--- config.mk ---
export PLATFORM = sky130hd
export DESIGN_NAME = pipe_ctrl_flat
export DESIGN_NICKNAME = d
export VERILOG_FILES = /design/src/rtl/pipe_ctrl_if.sv /design/src/rtl/pipe_ctrl.sv /design/src/flat_wrapper.sv
export SDC_FILE = /design/constraint.sdc
export NUM_CORES = 1
export LEC_CHECK = 0
export ABC_AREA = 1
export BUFFER_PORTS_ARGS = -buffer_cell sky130_fd_sc_hd__clkbuf_2
export CORE_ASPECT_RATIO = 0.75
export CORE_UTILIZATION = 45
export CTS_CLUSTER_DIAMETER = 150
export CTS_CLUSTER_SIZE = 40
export DETAILED_ROUTE_END_ITERATION = 12
export PLACE_DENSITY = 0.8
export SKIP_LAST_GASP = 1
export SYNTH_ARGS = -nofsm -noshare
export SYNTH_HDL_FRONTEND = slang
export SYNTH_SLANG_ARGS = --single-unit
export TNS_END_PERCENT = 1
--- constraint.sdc ---
create_clock -name clk -period 2.2 [get_ports clk]
set_input_delay 0.22 -clock clk [delete_from_list [all_inputs] [get_ports clk]]
set_output_delay 0.22 -clock clk [all_outputs]
set_load 0.02 [all_outputs]
--- src/rtl/pipe_ctrl_if.sv ---
// -----------------------------------------------------------------------------
// pipe_ctrl_if
//   Handshake bundle between the pipeline datapath and its hazard controller.
//   master : the datapath; it drives the ID/EX/MEM status and reads back the
//            stage enables, flushes, forwarding selects and counters.
//   slave  : pipe_ctrl itself.
//   Signals:
//     id_rs, id_rt          source registers of the instruction in ID
//     id_use_rs, id_use_rt  the ID instruction really reads rs / rt
//     id_wr_en, id_wr_addr  register write of the ID instruction
//     id_mem_rd             the ID instruction is a load
//     ex_br_taken           branch/jump resolved taken in EX this cycle
//     mem_busy              data memory not ready, whole pipe must hold
//     pc_en..mem_en         per-stage register load enables
//     if_flush, id_flush    load NOP/bubble into IF/ID or ID/EX
//     fwd_a, fwd_b          00 regfile, 01 EX, 10 MEM, 11 WB
//     stall_cnt, flush_cnt  performance counters (0 unless enabled)
// -----------------------------------------------------------------------------
interface pipe_ctrl_if;
  logic [4:0]  id_rs;
  logic [4:0]  id_rt;
  logic        id_use_rs;
  logic        id_use_rt;
  logic        id_wr_en;
  logic [4:0]  id_wr_addr;
  logic        id_mem_rd;
  logic        ex_br_taken;
  logic        mem_busy;
  logic        pc_en;
  logic        if_en;
  logic        id_en;
  logic        ex_en;
  logic        mem_en;
  logic        if_flush;
  logic        id_flush;
  logic [1:0]  fwd_a;
  logic [1:0]  fwd_b;
  logic [31:0] stall_cnt;
  logic [31:0] flush_cnt;

  modport master (
    output id_rs, id_rt, id_use_rs, id_use_rt, id_wr_en, id_wr_addr,
           id_mem_rd, ex_br_taken, mem_busy,
    input  pc_en, if_en, id_en, ex_en, mem_en, if_flush, id_flush,
           fwd_a, fwd_b, stall_cnt, flush_cnt
  );

  modport slave (
    input  id_rs, id_rt, id_use_rs, id_use_rt, id_wr_en, id_wr_addr,
           id_mem_rd, ex_br_taken, mem_busy,
    output pc_en, if_en, id_en, ex_en, mem_en, if_flush, id_flush,
           fwd_a, fwd_b, stall_cnt, flush_cnt
  );
endinterface

--- src/rtl/pipe_ctrl.sv ---
// -----------------------------------------------------------------------------
// pipe_ctrl
//   Hazard / forwarding controller for a 5-stage in-order pipeline.
//   Tracks {wr_en, wr_addr, mem_rd} of the instructions in EX, MEM and WB and
//   decides, with zero-cycle latency, the stage enables, flushes and operand
//   forwarding selects. Decision priority: mem_busy > branch > load-use.
//   Ports:
//     clk  clock
//     rst  synchronous, active-low reset
//     bus  pipe_ctrl_if.slave (all status inputs and control outputs)
//   Optional feature: define PIPE_CTRL_PERF_EN to build the saturating
//   stall/flush performance counters; otherwise both read as constant 0.
// -----------------------------------------------------------------------------
module pipe_ctrl (
  input  logic          clk,
  input  logic          rst,
  pipe_ctrl_if.slave    bus
);

  typedef struct packed {
    logic       wr_en;
    logic [4:0] wr_addr;
    logic       mem_rd;
  } shadow_t;

  localparam shadow_t SHADOW_CLR = '{wr_en: 1'b0, wr_addr: 5'd0, mem_rd: 1'b0};

  // True when a producer stage supplies register src. A load still in EX has
  // no result yet, so block_load excludes it (the load-use stall covers it).
  function automatic logic producer_hit(input shadow_t sh, input logic [4:0] src,
                                        input logic block_load);
    producer_hit = sh.wr_en && (sh.wr_addr == src) && !(block_load && sh.mem_rd);
  endfunction

  // Youngest matching producer wins; register zero is never forwarded.
  function automatic logic [1:0] fwd_sel(input logic [4:0] src, input shadow_t ex_sh,
                                         input shadow_t mem_sh, input shadow_t wb_sh);
    logic [1:0] sel;
    sel = 2'b00;
    if (src == 5'd0) begin
      sel = 2'b00;
    end else if (producer_hit(ex_sh, src, 1'b1)) begin
      sel = 2'b01;
    end else if (producer_hit(mem_sh, src, 1'b0)) begin
      sel = 2'b10;
    end else if (producer_hit(wb_sh, src, 1'b0)) begin
      sel = 2'b11;
    end else begin
      sel = 2'b00;
    end
    fwd_sel = sel;
  endfunction

  shadow_t ex_sh_r;
  shadow_t mem_sh_r;
  shadow_t wb_sh_r;

  logic       load_use_s;
  logic [4:0] en_s;          // {pc, if, id, ex, mem}
  logic       if_flush_s;
  logic       id_flush_s;
  logic [1:0] fwd_a_s;
  logic [1:0] fwd_b_s;

  // Load in EX whose destination is read by the instruction in ID.
  always_comb begin
    load_use_s = 1'b0;
    if (ex_sh_r.mem_rd && ex_sh_r.wr_en && (ex_sh_r.wr_addr != 5'd0)) begin
      load_use_s = ((ex_sh_r.wr_addr == bus.id_rs) && bus.id_use_rs) ||
                   ((ex_sh_r.wr_addr == bus.id_rt) && bus.id_use_rt);
    end else begin
      load_use_s = 1'b0;
    end
  end

  // Stage enable / flush decision in priority order.
  always_comb begin
    en_s       = 5'b11111;
    if_flush_s = 1'b0;
    id_flush_s = 1'b0;
    if (!rst) begin
      en_s       = 5'b00000;
      if_flush_s = 1'b1;
      id_flush_s = 1'b1;
    end else if (bus.mem_busy) begin
      en_s       = 5'b00000;
      if_flush_s = 1'b0;
      id_flush_s = 1'b0;
    end else if (bus.ex_br_taken) begin
      en_s       = 5'b11111;
      if_flush_s = 1'b1;
      id_flush_s = 1'b1;
    end else if (load_use_s) begin
      en_s       = 5'b00011;
      if_flush_s = 1'b0;
      id_flush_s = 1'b1;
    end else begin
      en_s       = 5'b11111;
      if_flush_s = 1'b0;
      id_flush_s = 1'b0;
    end
  end

  // Operand forwarding selects, forced to the register file during reset.
  always_comb begin
    fwd_a_s = 2'b00;
    fwd_b_s = 2'b00;
    if (!rst) begin
      fwd_a_s = 2'b00;
      fwd_b_s = 2'b00;
    end else begin
      fwd_a_s = fwd_sel(bus.id_rs, ex_sh_r, mem_sh_r, wb_sh_r);
      fwd_b_s = fwd_sel(bus.id_rt, ex_sh_r, mem_sh_r, wb_sh_r);
    end
  end

  // Shadow pipeline: EX takes the ID instruction (or a bubble when ID/EX is
  // flushed); MEM and WB move together on the MEM enable.
  always_ff @(posedge clk) begin
    if (!rst) begin
      ex_sh_r  <= SHADOW_CLR;
      mem_sh_r <= SHADOW_CLR;
      wb_sh_r  <= SHADOW_CLR;
    end else begin
      if (en_s[1]) begin
        if (id_flush_s) begin
          ex_sh_r <= SHADOW_CLR;
        end else begin
          ex_sh_r <= '{wr_en: bus.id_wr_en, wr_addr: bus.id_wr_addr, mem_rd: bus.id_mem_rd};
        end
      end
      if (en_s[0]) begin
        mem_sh_r <= ex_sh_r;
        wb_sh_r  <= mem_sh_r;
      end
    end
  end

  assign bus.pc_en    = en_s[4];
  assign bus.if_en    = en_s[3];
  assign bus.id_en    = en_s[2];
  assign bus.ex_en    = en_s[1];
  assign bus.mem_en   = en_s[0];
  assign bus.if_flush = if_flush_s;
  assign bus.id_flush = id_flush_s;
  assign bus.fwd_a    = fwd_a_s;
  assign bus.fwd_b    = fwd_b_s;

`ifdef PIPE_CTRL_PERF_EN
  logic [31:0] stall_cnt_r;
  logic [31:0] flush_cnt_r;
  logic        stall_inc_s;
  logic        flush_inc_s;

  // A stall cycle is a freeze or a load-use stall that no branch cancelled.
  assign stall_inc_s = bus.mem_busy || (load_use_s && !bus.ex_br_taken);
  assign flush_inc_s = bus.ex_br_taken && !bus.mem_busy;

  // Saturating performance counters.
  always_ff @(posedge clk) begin
    if (!rst) begin
      stall_cnt_r <= 32'd0;
      flush_cnt_r <= 32'd0;
    end else begin
      if (stall_inc_s && (stall_cnt_r != 32'hFFFF_FFFF)) begin
        stall_cnt_r <= stall_cnt_r + 32'd1;
      end
      if (flush_inc_s && (flush_cnt_r != 32'hFFFF_FFFF)) begin
        flush_cnt_r <= flush_cnt_r + 32'd1;
      end
    end
  end

  assign bus.stall_cnt = stall_cnt_r;
  assign bus.flush_cnt = flush_cnt_r;
`else
  assign bus.stall_cnt = 32'd0;
  assign bus.flush_cnt = 32'd0;
`endif

endmodule

--- src/flat_wrapper.sv ---
// flat-port wrapper written by rule: the top's interface ports become plain ports
module pipe_ctrl_flat 
  (clk, rst, bus_id_rs, bus_id_rt, bus_id_use_rs, bus_id_use_rt, bus_id_wr_en, bus_id_wr_addr, bus_id_mem_rd, bus_ex_br_taken, bus_mem_busy, bus_pc_en, bus_if_en, bus_id_en, bus_ex_en, bus_mem_en, bus_if_flush, bus_id_flush, bus_fwd_a, bus_fwd_b, bus_stall_cnt, bus_flush_cnt);
  pipe_ctrl_if bus_i ();
  input  logic clk;
  input  logic rst;
  input wire logic [$bits(bus_i.id_rs)-1:0] bus_id_rs;
  input wire logic [$bits(bus_i.id_rt)-1:0] bus_id_rt;
  input wire logic [$bits(bus_i.id_use_rs)-1:0] bus_id_use_rs;
  input wire logic [$bits(bus_i.id_use_rt)-1:0] bus_id_use_rt;
  input wire logic [$bits(bus_i.id_wr_en)-1:0] bus_id_wr_en;
  input wire logic [$bits(bus_i.id_wr_addr)-1:0] bus_id_wr_addr;
  input wire logic [$bits(bus_i.id_mem_rd)-1:0] bus_id_mem_rd;
  input wire logic [$bits(bus_i.ex_br_taken)-1:0] bus_ex_br_taken;
  input wire logic [$bits(bus_i.mem_busy)-1:0] bus_mem_busy;
  output wire logic [$bits(bus_i.pc_en)-1:0] bus_pc_en;
  output wire logic [$bits(bus_i.if_en)-1:0] bus_if_en;
  output wire logic [$bits(bus_i.id_en)-1:0] bus_id_en;
  output wire logic [$bits(bus_i.ex_en)-1:0] bus_ex_en;
  output wire logic [$bits(bus_i.mem_en)-1:0] bus_mem_en;
  output wire logic [$bits(bus_i.if_flush)-1:0] bus_if_flush;
  output wire logic [$bits(bus_i.id_flush)-1:0] bus_id_flush;
  output wire logic [$bits(bus_i.fwd_a)-1:0] bus_fwd_a;
  output wire logic [$bits(bus_i.fwd_b)-1:0] bus_fwd_b;
  output wire logic [$bits(bus_i.stall_cnt)-1:0] bus_stall_cnt;
  output wire logic [$bits(bus_i.flush_cnt)-1:0] bus_flush_cnt;
  assign bus_i.id_rs = bus_id_rs;
  assign bus_i.id_rt = bus_id_rt;
  assign bus_i.id_use_rs = bus_id_use_rs;
  assign bus_i.id_use_rt = bus_id_use_rt;
  assign bus_i.id_wr_en = bus_id_wr_en;
  assign bus_i.id_wr_addr = bus_id_wr_addr;
  assign bus_i.id_mem_rd = bus_id_mem_rd;
  assign bus_i.ex_br_taken = bus_ex_br_taken;
  assign bus_i.mem_busy = bus_mem_busy;
  assign bus_pc_en = bus_i.pc_en;
  assign bus_if_en = bus_i.if_en;
  assign bus_id_en = bus_i.id_en;
  assign bus_ex_en = bus_i.ex_en;
  assign bus_mem_en = bus_i.mem_en;
  assign bus_if_flush = bus_i.if_flush;
  assign bus_id_flush = bus_i.id_flush;
  assign bus_fwd_a = bus_i.fwd_a;
  assign bus_fwd_b = bus_i.fwd_b;
  assign bus_stall_cnt = bus_i.stall_cnt;
  assign bus_flush_cnt = bus_i.flush_cnt;
  pipe_ctrl u_core (.clk(clk), .rst(rst), .bus(bus_i));
endmodule
## Word-level counts from Yosys, hierarchy flattened

Index checks and enable logic that the tools add are counted.

| cells by class | value |
|---|---|
| eq/ne operators | 6 |
| multiplexer cells | 23 |
| reduce and logical (&&, ||, !) cells | 17 |

Operator list:

| operator | count |
|---|---|
| $eq A5 B5 Y1 | 6 |
| $mux W2 | 10 |
| $mux W5 | 4 |
| $logic_and A1 B1 Y1 | 12 |
| $logic_not A5 Y1 | 2 |
| $mux W1 | 8 |
| $mux W7 | 1 |
| $reduce_bool A5 Y1 | 1 |
| $logic_not A1 Y1 | 1 |
| $logic_or A1 B1 Y1 | 1 |

| word-level totals | value |
|---|---|
| register bits | 19 |
| output and inout bits | 75 |

## Depth between registers and ports, before layout

| logic depth | value |
|---|---|
| word-level depth | 9 |
| mapped depth | 10 |
| gate-level depth less buffers | 9 |

## Least setup slack after synthesis

OpenSTA, ideal clock, no wires.

| timing | value |
|---|---|
| path kind | register -> output |
| start point | reg u_core.ex_sh_r[4] in the netlist's numbering |
| end point | out bus_if_en |
| arrival | 1,292 ps |
| required time | 1,980 ps |
| path slack | 688 ps |
| stages on the path, launching flop included | 11 |
| path through | dfxtp_1 > inv_2 > nand2_1 > nand2_1 > nor2_2 > nand4_1 > nand2_2 > nand2_1 > o21ai_1 > inv_1 > buf_4 |

| on the way | value |
|---|---|
| word-level cells in the longest chain between the ends | 8 |
| elaborated cells between the ends (all ways) | 12 |
| those cells by class | eq/ne: 2; mux: 5; reduce/logical: 5 |

Ends and longest elaborated chain:

| item | RTL line | RTL |
|---|---|---|
| start: declaration | pipe_ctrl.sv:54 | `shadow_t ex_sh_r;` |
| start signal: assignment | pipe_ctrl.sv:129 | `ex_sh_r <= '{wr_en: bus.id_wr_en, wr_addr: bus.id_wr_addr, mem_rd: bus.id_mem_rd};` |
| $eq A5 B5 Y1 (on tied branches) | pipe_ctrl.sv:69, pipe_ctrl.sv:70 |  |
| $logic_and A1 B1 Y1 (on tied branches) | pipe_ctrl.sv:69, pipe_ctrl.sv:70 |  |
| $logic_or A1 B1 Y1 | pipe_ctrl.sv:69 | `load_use_s = ((ex_sh_r.wr_addr == bus.id_rs) && bus.id_use_rs) \|\|` |
| $mux W1 (*) | pipe_ctrl.sv:68 | `if (ex_sh_r.mem_rd && ex_sh_r.wr_en && (ex_sh_r.wr_addr != 5'd0)) begin` |
| $mux W5 (*) | pipe_ctrl.sv:93 | `end else if (load_use_s) begin` |
| $mux W5 (*) | pipe_ctrl.sv:89 | `end else if (bus.ex_br_taken) begin` |
| $mux W5 (*) | pipe_ctrl.sv:85 | `end else if (bus.mem_busy) begin` |
| $mux W5 (*) | pipe_ctrl.sv:81 | `if (!rst) begin` |
| end: declaration | flat_wrapper.sv:17 | `output wire logic [$bits(bus_i.if_en)-1:0] bus_if_en;` |

Every way passes the cells marked *; elsewhere a longest branch is shown, timed or not.

## Final worst setup path

| timing | value |
|---|---|
| start point | reg u_core.ex_sh_r[3] in the netlist's numbering |
| end point | out bus_pc_en |

| on the way | value |
|---|---|
| word-level cells in the longest chain between the ends | 8 |
| elaborated cells between the ends (all ways) | 12 |
| those cells by class | eq/ne: 2; mux: 5; reduce/logical: 5 |

Ends and longest elaborated chain:

| item | RTL line | RTL |
|---|---|---|
| $eq A5 B5 Y1 (on tied branches) | pipe_ctrl.sv:69, pipe_ctrl.sv:70 |  |
| $logic_and A1 B1 Y1 (on tied branches) | pipe_ctrl.sv:69, pipe_ctrl.sv:70 |  |
| $logic_or A1 B1 Y1 | pipe_ctrl.sv:69 |  |
| $mux W1 (*) | pipe_ctrl.sv:68 |  |
| $mux W5 (*) | pipe_ctrl.sv:93 |  |
| $mux W5 (*) | pipe_ctrl.sv:89 |  |
| $mux W5 (*) | pipe_ctrl.sv:85 |  |
| $mux W5 (*) | pipe_ctrl.sv:81 |  |
| end: declaration | flat_wrapper.sv:16 | `output wire logic [$bits(bus_i.pc_en)-1:0] bus_pc_en;` |

Marked as above.

==> results.sh <==
export IMPL_drv_slew=0
export IMPL_placed_cell_area_um2=1740
export IMPL_post_synth_main_area_contributors="buf_4 (29%), dfxtp_1 (21%), nand2_1 (9.1%)"
export IMPL_stdcell_area_um2=1780
export IMPL_period_needed_ps=1860
export IMPL_finalHoldViolCount=0
export IMPL_clkTransAtPathRegs_ps=70
export IMPL_grt_max_degree=27
export IMPL_max_freq_mhz=539
export IMPL_vias_per_cell=4.39
export IMPL_worstRegToRegCells=9
export IMPL_grt_pass1_vias=1202
export IMPL_cp_data_required_time_ps=1980
export IMPL_design_die_area_um2=4300
export IMPL_crit_buf_inv=3
export IMPL_finalWorstSetupSlack_ps=344
export IMPL_cts_root_buf="clkbuf_8"
export IMPL_fin_crit_sh=0.844
export IMPL_hold_ws_ps=292
export IMPL_layout_drive_gt1_share=0.153
export IMPL_syn_inst=280
export IMPL_yosysMostFrequentCell="buf_4"
export IMPL_cp_depth=10
export IMPL_drc_errors=0
export IMPL_pwr_share_clk=0.267
export IMPL_crit_type="flip-flop to primary output"
export IMPL_via_count=1581
export IMPL_place_gp_congestion=0.947
export IMPL_insertion_delay_ps=250
export IMPL_port_buffers=33
export IMPL_post_cts_buffers=0
export IMPL_n_antenna_cell=0
export IMPL_drt_iter0_markers=251
export IMPL_yosys_most_used_dff="dfxtp_1"
export IMPL_dr_pass1_iters=4
export IMPL_clock_sinks=19
export IMPL_yosysTopAreaCell="buf_4"
export IMPL_fin_util=0.475
export IMPL_grt_pass1_wl_mm=5.64
export IMPL_vdd_ir_drop_worst_v=0.000290
export IMPL_max_stage_delay_ps=410
export IMPL_design_core_area_um2=3760
export IMPL_yosys_register_bits=19
export IMPL_p_leak_nw=0.939
export IMPL_htreeDepth=1
export IMPL_power_density_nw_per_um2=485
export IMPL_crit_path_end_kind="primary output"
export IMPL_antenna_left=0
export IMPL_path_max_fanout=5
export IMPL_switchingPower_uw=319
export IMPL_post_cts_resized=0
export IMPL_cts_tree="done"
export IMPL_yosysUniqueCellTypes=25
export IMPL_clockBufferDepth=2
export IMPL_slowest_stage="dfxtp_1"
export IMPL_outcome="completed"
export IMPL_start_kind="flip-flop"
export IMPL_die_w_um=75.3
export IMPL_swShare=0.369
export IMPL_synth_area_um2=1820
export IMPL_cp_cell_sequence="inv_1 -> nand2_1 -> nand2_1 -> nor2_2 -> nand4_1 -> nand2_2 -> nand2_1 -> o21ai_1 -> inv_1 -> clkbuf_2"
export IMPL_initial_core_util=0.483
export IMPL_syn_to_final_growth_pct=-1.79
export IMPL_track_usage=0.173
export IMPL_cts_hold_buffers_added=0
export IMPL_synth_edf_count=0
export IMPL_cts_buffers=3
export IMPL_wl_per_cell_um=10.4
export IMPL_yosysSeqAreaShare=0.210
export IMPL_antenna_found_initial=0
export IMPL_combPwrFrac=0.301
export IMPL_rows=19
export IMPL_seqPwrFrac=0.432
export IMPL_die_y_um=57.0
export IMPL_crit_top_cell="nand2_1"
export IMPL_hold_depth=5
export IMPL_dp_hpwl_mm=3.08
export IMPL_finalSetupViolations=0
export IMPL_synthArstFlopShare=0
export IMPL_fin_skew_ps=1.57
export IMPL_tns_ps=0
export IMPL_yosys_warnings=0
export IMPL_synth_common_cells="buf_4 (69), nand2_1 (44), inv_1 (34), a21oi_1 (23), nor2_1 (20)"
export IMPL_place_ws_ps=573
export IMPL_io_pins=98
export IMPL_syn_area_per_cell_um2=6.48
export IMPL_yosysTopAreaCellShare=0.285
export IMPL_nets=332
export IMPL_rsz0062_at_grt="no"
export IMPL_drt_total_wl_mm=3.73
export IMPL_hold_path_class="input pin to flip-flop"
export IMPL_p_int_uw=546
export IMPL_crit_arrival_ps=1640
export IMPL_cap_violations=0
export IMPL_grt_overflow=0
export IMPL_crit_family="simple AND/OR/NAND/NOR gates"
layer usage:
layer / wire length [µm] / vias to the layer above / track usage / part of all wire
li1: - / 813 / - / -
met5: 0 / - / 0 / 0
met1: 1710 / 674 / 0.273 / 0.46
met2: 1590 / 92 / 0.246 / 0.43
met4: 8 / 0 / 0.0397 / 0.0021
met3: 420 / 2 / 0.0230 / 0.11
through the flow:
stage / std cells / total power, mW
6_report: 360 / 0.865
5_1_grt: 360 / 0.916
4_1_cts: 360 / 0.869
3_5_place_dp: 356 / 0.637
3_3_place_gp: 356 / 0.637
2_1_floorplan: 343 / 0.674
area by class of cell:
type	instances	area, µm²
Tap cell	52	65.1
Sequential cell	19	380
Fill cell	402	1970
Multi-Input combinational cell	213	981
Timing Repair Buffer	33	165
Clock buffer	4	45.0
Inverter	39	146
worst register-to-register path, stage by stage (launching register included):
cell and delay (ps):
dfxtp_1 410, inv_1 100, nand2_1 70, nand2_1 60
nor2_2 120, nand4_1 130, nand2_2 110, nand3_4 110
nand3_1 110, a21oi_1 70
power groups by stage:
stage	combinational (mW)	sequential, mW	clock (mW)
6_report	0.260	0.374	0.231
5_1_grt	0.288	0.375	0.253
4_1_cts	0.258	0.373	0.239
3_5_place_dp	0.257	0.380	0
3_3_place_gp	0.257	0.380	0
2_1_floorplan	0.297	0.376	0
kinds of logic after synthesis:
logic type / synth area share
AOI/OAI and AO/OA: 0.153
xor gates and xnor gates: 0.0338
buffers and inverters: 0.380
DFF: 0.210
other: 0.00207
and+or+nand+nor: 0.221
path summary, 6_finish.rpt:
check / startpoint / to / slack, ps
worst max register to register: u_core.ex_sh_r[3] / u_core.ex_sh_r[2] / 790
worst min register to register: u_core.wb_sh_r[6] / u_core.wb_sh_r[6] / 500
worst min-delay path: bus_id_mem_rd / u_core.ex_sh_r[0] / 290
worst max-delay path: u_core.ex_sh_r[3] / bus_pc_en / 340
registers in the layout, summed over array words and instances, names as in the netlist:
| signal | count |
|---|---|
| u_core.ex_sh_r | 7 |
| u_core.wb_sh_r | 6 |
| u_core.mem_sh_r | 6 |
placed cells by master (no fill, tap or decap), drive strengths merged:
cell type / count
nor4: 2
nand2: 45
nor3: 1
a211oi: 3
o22ai: 7
nand3: 15
conb: 64
o21ai: 16
clkbuf: 37
xnor2: 2
a21oi: 24
xor2: 5
inv: 39
o31ai: 1
dfxtp: 19
nor2: 23
nand4: 5
Note: power is estimated with default switching activity, not from simulation.
